## config.mk

```make
export PLATFORM = sky130hd
export DESIGN_NAME = kangaroo_sram_ctrl
export DESIGN_NICKNAME = d
export VERILOG_FILES = /design/src/rtl/kangaroo_sram_pkg.sv /design/src/rtl/kangaroo_sram_arb.sv /design/src/rtl/kangaroo_sram_ctrl.sv
export SDC_FILE = /design/constraint.sdc
export NUM_CORES = 1
export LEC_CHECK = 0
export CAP_MARGIN = 20
export CORE_UTILIZATION = 40
export CTS_BUF_LIST = sky130_fd_sc_hd__clkbuf_16
export DETAILED_ROUTE_END_ITERATION = 12
export PLACE_DENSITY = 0.76
export SLEW_MARGIN = 20
export SYNTH_ARGS = -nofsm -noshare
export SYNTH_HDL_FRONTEND = slang
export SYNTH_HIERARCHICAL = 1
export SYNTH_SLANG_ARGS = --single-unit
```

## constraint.sdc

```tcl
create_clock -name clk -period 2.45 [get_ports clk]
set_input_delay 0.49 -clock clk [delete_from_list [all_inputs] [get_ports clk]]
set_output_delay 0.49 -clock clk [all_outputs]
set_load 0.01 [all_outputs]
```

## src/rtl/kangaroo_sram_pkg.sv

```systemverilog
// Shared types for the kangaroo work-RAM sequencer (two 1024x4 2114 chips).
// The optional video port is enabled by defining KANGAROO_SRAM_VIDEO_PORT_EN.
package kangaroo_sram_pkg;

  localparam int SRAM_DATA_W = 8;

  typedef enum logic [1:0] {
    IDLE,
    SETUP,
    STROBE,
    HOLD
  } sram_state_t;

  typedef enum logic {
    OWN_CPU,
    OWN_VID
  } owner_t;

endpackage

```

## src/rtl/kangaroo_sram_arb.sv

```systemverilog
// CPU/video grant logic with a registered last-grant flag for alternation.
// With KANGAROO_SRAM_VIDEO_PORT_EN undefined the arbiter always grants the CPU.
module kangaroo_sram_arb
  import kangaroo_sram_pkg::*;
(
  input  logic   clk,
  input  logic   reset,
  input  logic   grant_en,
  input  logic   cpu_req,
  input  logic   vid_req,
  output logic   grant_valid,
  output owner_t grant_owner
);

`ifdef KANGAROO_SRAM_VIDEO_PORT_EN
  owner_t last_grant;

  // Video wins by default; the CPU wins a tie right after a video grant.
  always_comb begin
    grant_valid = cpu_req | vid_req;
    grant_owner = OWN_CPU;
    if (vid_req && !(last_grant == OWN_VID && cpu_req)) begin
      grant_owner = OWN_VID;
    end
  end

  always_ff @(posedge clk or posedge reset) begin
    if (reset) begin
      last_grant <= OWN_CPU;
    end else if (grant_en && grant_valid) begin
      last_grant <= grant_owner;
    end
  end
`else
  logic unused_arb;

  assign grant_valid = cpu_req;
  assign grant_owner = OWN_CPU;
  assign unused_arb  = ^{clk, reset, grant_en, vid_req};
`endif

endmodule

```

## src/rtl/kangaroo_sram_ctrl.sv

```systemverilog
// Access sequencer for a 1K x 8 bank of two 2114 SRAMs (IDLE/SETUP/STROBE/HOLD).
// Define KANGAROO_SRAM_VIDEO_PORT_EN to enable the video read port.
module kangaroo_sram_ctrl
  import kangaroo_sram_pkg::*;
#(
  parameter int STROBE_CYCLES = 2,
  parameter int ADDR_W        = 10
) (
  input  logic                   clk,
  input  logic                   reset,
  input  logic                   cpu_req,
  input  logic                   cpu_we,
  input  logic [ADDR_W-1:0]      cpu_addr,
  input  logic [SRAM_DATA_W-1:0] cpu_wdata,
  output logic [SRAM_DATA_W-1:0] cpu_rdata,
  output logic                   cpu_ack,
  output logic                   cpu_wait,
  input  logic                   vid_req,
  input  logic [ADDR_W-1:0]      vid_addr,
  output logic [SRAM_DATA_W-1:0] vid_rdata,
  output logic                   vid_valid,
  output logic [ADDR_W-1:0]      ram_addr,
  output logic                   ram_cs_n,
  output logic                   ram_we_n,
  output logic [SRAM_DATA_W-1:0] ram_dq_out,
  output logic                   ram_dq_oe,
  input  logic [SRAM_DATA_W-1:0] ram_dq_in
);

  localparam logic [2:0] STROBE_RELOAD = 3'(STROBE_CYCLES - 1);

  sram_state_t state;
  logic [2:0]  strobe_cnt;
  owner_t      owner;
  logic        is_write;
  logic        grant_en;
  logic        grant_valid;
  owner_t      grant_owner;

  assign grant_en = (state == IDLE);
  assign cpu_wait = cpu_req & ~cpu_ack;

  kangaroo_sram_arb u_arb (
    .clk         (clk),
    .reset       (reset),
    .grant_en    (grant_en),
    .cpu_req     (cpu_req),
    .vid_req     (vid_req),
    .grant_valid (grant_valid),
    .grant_owner (grant_owner)
  );

  // All pin outputs are registered, so the strobe pattern changes only on clock edges.
  always_ff @(posedge clk or posedge reset) begin
    if (reset) begin
      state      <= IDLE;
      strobe_cnt <= '0;
      owner      <= OWN_CPU;
      is_write   <= 1'b0;
      ram_addr   <= '0;
      ram_cs_n   <= 1'b1;
      ram_we_n   <= 1'b1;
      ram_dq_out <= '0;
      ram_dq_oe  <= 1'b0;
      cpu_ack    <= 1'b0;
      cpu_rdata  <= '0;
`ifdef KANGAROO_SRAM_VIDEO_PORT_EN
      vid_valid  <= 1'b0;
      vid_rdata  <= '0;
`endif
    end else begin
      cpu_ack <= 1'b0;
`ifdef KANGAROO_SRAM_VIDEO_PORT_EN
      vid_valid <= 1'b0;
`endif
      case (state)
        IDLE: begin
          if (grant_valid) begin
            owner      <= grant_owner;
            is_write   <= (grant_owner == OWN_CPU) && cpu_we;
            ram_addr   <= (grant_owner == OWN_VID) ? vid_addr : cpu_addr;
            ram_dq_out <= ((grant_owner == OWN_CPU) && cpu_we) ? cpu_wdata : '0;
            ram_dq_oe  <= (grant_owner == OWN_CPU) && cpu_we;
            state      <= SETUP;
          end
        end
        SETUP: begin
          strobe_cnt <= STROBE_RELOAD;
          ram_cs_n   <= 1'b0;
          ram_we_n   <= ~is_write;
          state      <= STROBE;
        end
        STROBE: begin
          if (strobe_cnt == 3'd0) begin
            ram_cs_n <= 1'b1;
            ram_we_n <= 1'b1;
            if (!is_write) begin
              if (owner == OWN_CPU) begin
                cpu_rdata <= ram_dq_in;
              end
`ifdef KANGAROO_SRAM_VIDEO_PORT_EN
              else begin
                vid_rdata <= ram_dq_in;
              end
`endif
            end
            state <= HOLD;
          end else begin
            strobe_cnt <= strobe_cnt - 3'd1;
          end
        end
        HOLD: begin
          ram_dq_oe <= 1'b0;
          if (owner == OWN_CPU) begin
            cpu_ack <= 1'b1;
          end
`ifdef KANGAROO_SRAM_VIDEO_PORT_EN
          else begin
            vid_valid <= 1'b1;
          end
`endif
          state <= IDLE;
        end
        default: state <= IDLE;
      endcase
    end
  end

`ifndef KANGAROO_SRAM_VIDEO_PORT_EN
  assign vid_valid = 1'b0;
  assign vid_rdata = '0;
`endif

endmodule

```

==> flow_summary_export.csv <==
group,metric,value,unit
power_and_ir_drop,power_switching,0.928,mW
flow_run,maxCapViolCount,0,
power_and_ir_drop,p_comb_frac,0.454,
routing,post-route-drc-count,0,
routing,vias,1245,
placement,dp.cells,260,
synthesis,avgSynthCellArea,12.2,um^2
placement,place_area,2470,um^2
timing,finalHoldWorstSlack,0.431,ns
routing,wirelength,3530,um
synthesis,ys_types,28,
critical_path,crit_path_end_kind,"output port",
cts,post_cts_buffers,0,
hold_path,whs_endpoint,"ram_we_n$_DFFE_PP1P_",
floorplanning,initial_utilization,0.431,
critical_path,regToRegSetupSlack,0.38,ns
floorplanning,core,4120,um^2
power_and_ir_drop,p_per_area,1160,nW/um^2
routing,initialDrtViolationCount,68,
cells_and_area,area_growth,47.3,%
grt,grt_pass1_wl,5420,um
run_status,outcome,"finished clean",
critical_path,critPathKind,"input port to output port",
routing,via_per_inst,4.65,
timing,finalCriticalPeriod,2.15,ns
critical_path,reg2reg_depth,5,
floorplanning,die_area,4700,um^2
placement,gp_congestion,0.675,
power_and_ir_drop,p_int,2.09,mW
cells_and_area,layoutNonFillerInstCount,268,
synthesis,netlist_area,1770,um^2
cts,cts_buffers,5,
grt,antenna_found_initial,0,
cts,clockRootBuffer,"clkbuf_16",
timing,fin_crit_sh,0.878,
timing,fin_setup_tns,0,ns
hold_path,hold_depth,1,
floorplanning,std_cell_rows,23,
timing,setup_viol,0,
cells_and_area,mostFrequentLayoutCell,"clkdlybuf4s50_1",
grt,gr-total-overflow,0,
power_and_ir_drop,clock_power_share,0.193,
cells_and_area,n_antenna_cell,0,
critical_path,rr_endpoint,"cpu_rdata[2]$_DFFE_PP0P_",
hold_path,worstHoldPathType,"register to register",
power_and_ir_drop,power_frac_seq,0.354,
synthesis,yosys_warnings,6,
critical_path,reg2reg_from,"state[0]$_DFFE_PP0P_",
grt,grt_pass1_vias,1215,
cts,clkTransAtPathRegs,0.05,ns
critical_path,crit_start,"cpu_req",
critical_path,start_kind,"input port",
cts,cts_sinks,37,
timing,fin_skew,0.00503,ns
cts,clockBufferDepth,2,
power_and_ir_drop,p_sw_frac,0.307,
floorplanning,ios,81,
synthesis,synth_area_leaders,"dfrtp_1 49%, mux2i_1 7.3%, mux2_4 6.8%",
power_and_ir_drop,ir_worst_vdd,0.683,mV
power_and_ir_drop,total_leakage_power,1.26,nW
cts,cts_hold_buf,0,
timing,hold_viol_final,0,
timing,clock.fmax,465,MHz
placement,dp_hpwl,2620,um
timing,rsz0062_at_grt,"false",
synthesis,synth_top_cell_by_area,"dfrtp_1",
cells_and_area,final_area,2610,um^2
placement,io_buffers,70,
routing,dr.pass1.iters,4,
cells_and_area,drive_above_1_share,0.115,
cells_and_area,most-common-layout-cells,"70 x clkdlybuf4s50_1, 35 x dfrtp_1, 15 x nand2_1, 13 x mux2i_1",
synthesis,syn_inst,145,
cts,clk_latency,0.27,ns
grt,grtUsageTotal,0.163,
cells_and_area,num-nets-final,265,
power_and_ir_drop,finalPower,3.02,mW
floorplanning,die_y,68.6,um
floorplanning,fp.dieW,68.6,um
routing,antenna_left,0,
grt,grt_start_max_net_pins,38,
synthesis,synth_seq_cells,37,
cts,ctsHtreeMaxLevel,2,
cts,ctsResizeCount,0,
synthesis,ys_seq_area_frac,0.524,
hold_path,min_from,"is_write$_DFFE_PP0P_",
routing,wl_per_cell,13.2,um
synthesis,synth_top_area_share,0.494,
timing,drv_slew,0,
critical_path,crit_required,1.96,ns
critical_path,critPathMaxFanout,3,
cts,cts_tree,"done",
critical_path,arrival,1.66,ns
[worst max-delay path, cell delays in order]
cell and delay, ns:
clkdlybuf4s50_1 0.49, nor2b_1 0.14, clkdlybuf4s50_1 0.54
[power groups by stage]
stage | Sequential (mW) | Clock (mW) | Combinational, mW
after CTS | 1.07 | 0.604 | 1.39
after global routing | 1.11 | 0.632 | 1.51
after floorplan | 1.17 | 0 | 0.651
after global placement | 1.07 | 0 | 1.34
after detailed placement | 1.08 | 0 | 1.38
final | 1.07 | 0.583 | 1.37
[stage by stage]
stage	util	setup slack, ns
floorplan	-	0.732
global placement	0.601	0.304
detailed placement	0.601	0.298
CTS	0.634	0.294
global route	0.634	0.238
finish	0.634	0.300
[cell type report]
class	instances	area, um^2
Fill cell	335	1510
Clock buffer	5	125
Tap cell	50	62.6
Multi-Input combinational cell	93	729
Sequential cell	37	928
Inverter	6	22.5
Clock inverter	3	11.3
Timing Repair Buffer	74	731
[synth_stat cells (all sizes together)]
master	number
dfstp	2
nor3b	1
nor4bb	1
a21o	2
a21oi	2
mux2i	13
dfrtp	35
o32a	1
nor2	3
nand2	15
a22o	8
o21ai	10
or3	1
nand2b	3
buf	14
mux2	10
a32o	1
inv	6
clkbuf	3
a2bb2oi	1
ha	7
conb	2
nor2b	2
and2b	1
nand3b	1
[logic make-up after synthesis]
| logic type | Yosys count | synth area share |
|---|---|---|
| AOI/OAI and AO/OA | 25 | 0.0989 |
| and+or+nand+nor | 28 | 0.0883 |
| muxes | 23 | 0.154 |
| DFF | 37 | 0.524 |
| buffers and inverters | 23 | 0.0812 |
| adders and majority gates | 7 | 0.0494 |
| other | 2 | 0.00424 |
[how the worst max path moves through the flow]
stage / endpoint / slack, ns / cells after the start
final: cpu_wait / 0.30 / 3
after global routing: cpu_wait / 0.24 / 3
after CTS: cpu_wait / 0.29 / 3
after detailed placement: cpu_wait / 0.30 / 3
after global placement: cpu_wait / 0.30 / 3
after floorplan: cpu_rdata[0]$_DFFE_PP0P_ / 0.73 / 7
[sequential cells by signal, indices dropped and copies added (netlist names)]
signal	flops
state	2
owner	1
ram_cs_n	1
cpu_rdata	8
ram_we_n	1
cpu_ack	1
ram_addr	10
strobe_cnt	3
is_write	1
ram_dq_oe	1
ram_dq_out	8
[metal layers]
| layer | share of wire | vias to the layer above | wire [um] | track usage |
|---|---|---|---|---|
| met5 | 0 | - | 0 | 0 |
| met4 | 0.017 | 0 | 59 | 0.0859 |
| met3 | 0.068 | 5 | 240 | 0.0543 |
| met2 | 0.50 | 47 | 1750 | 0.268 |
| met1 | 0.42 | 576 | 1480 | 0.186 |
| li1 | - | 617 | - | - |
(Power assumes the default switching activity.)
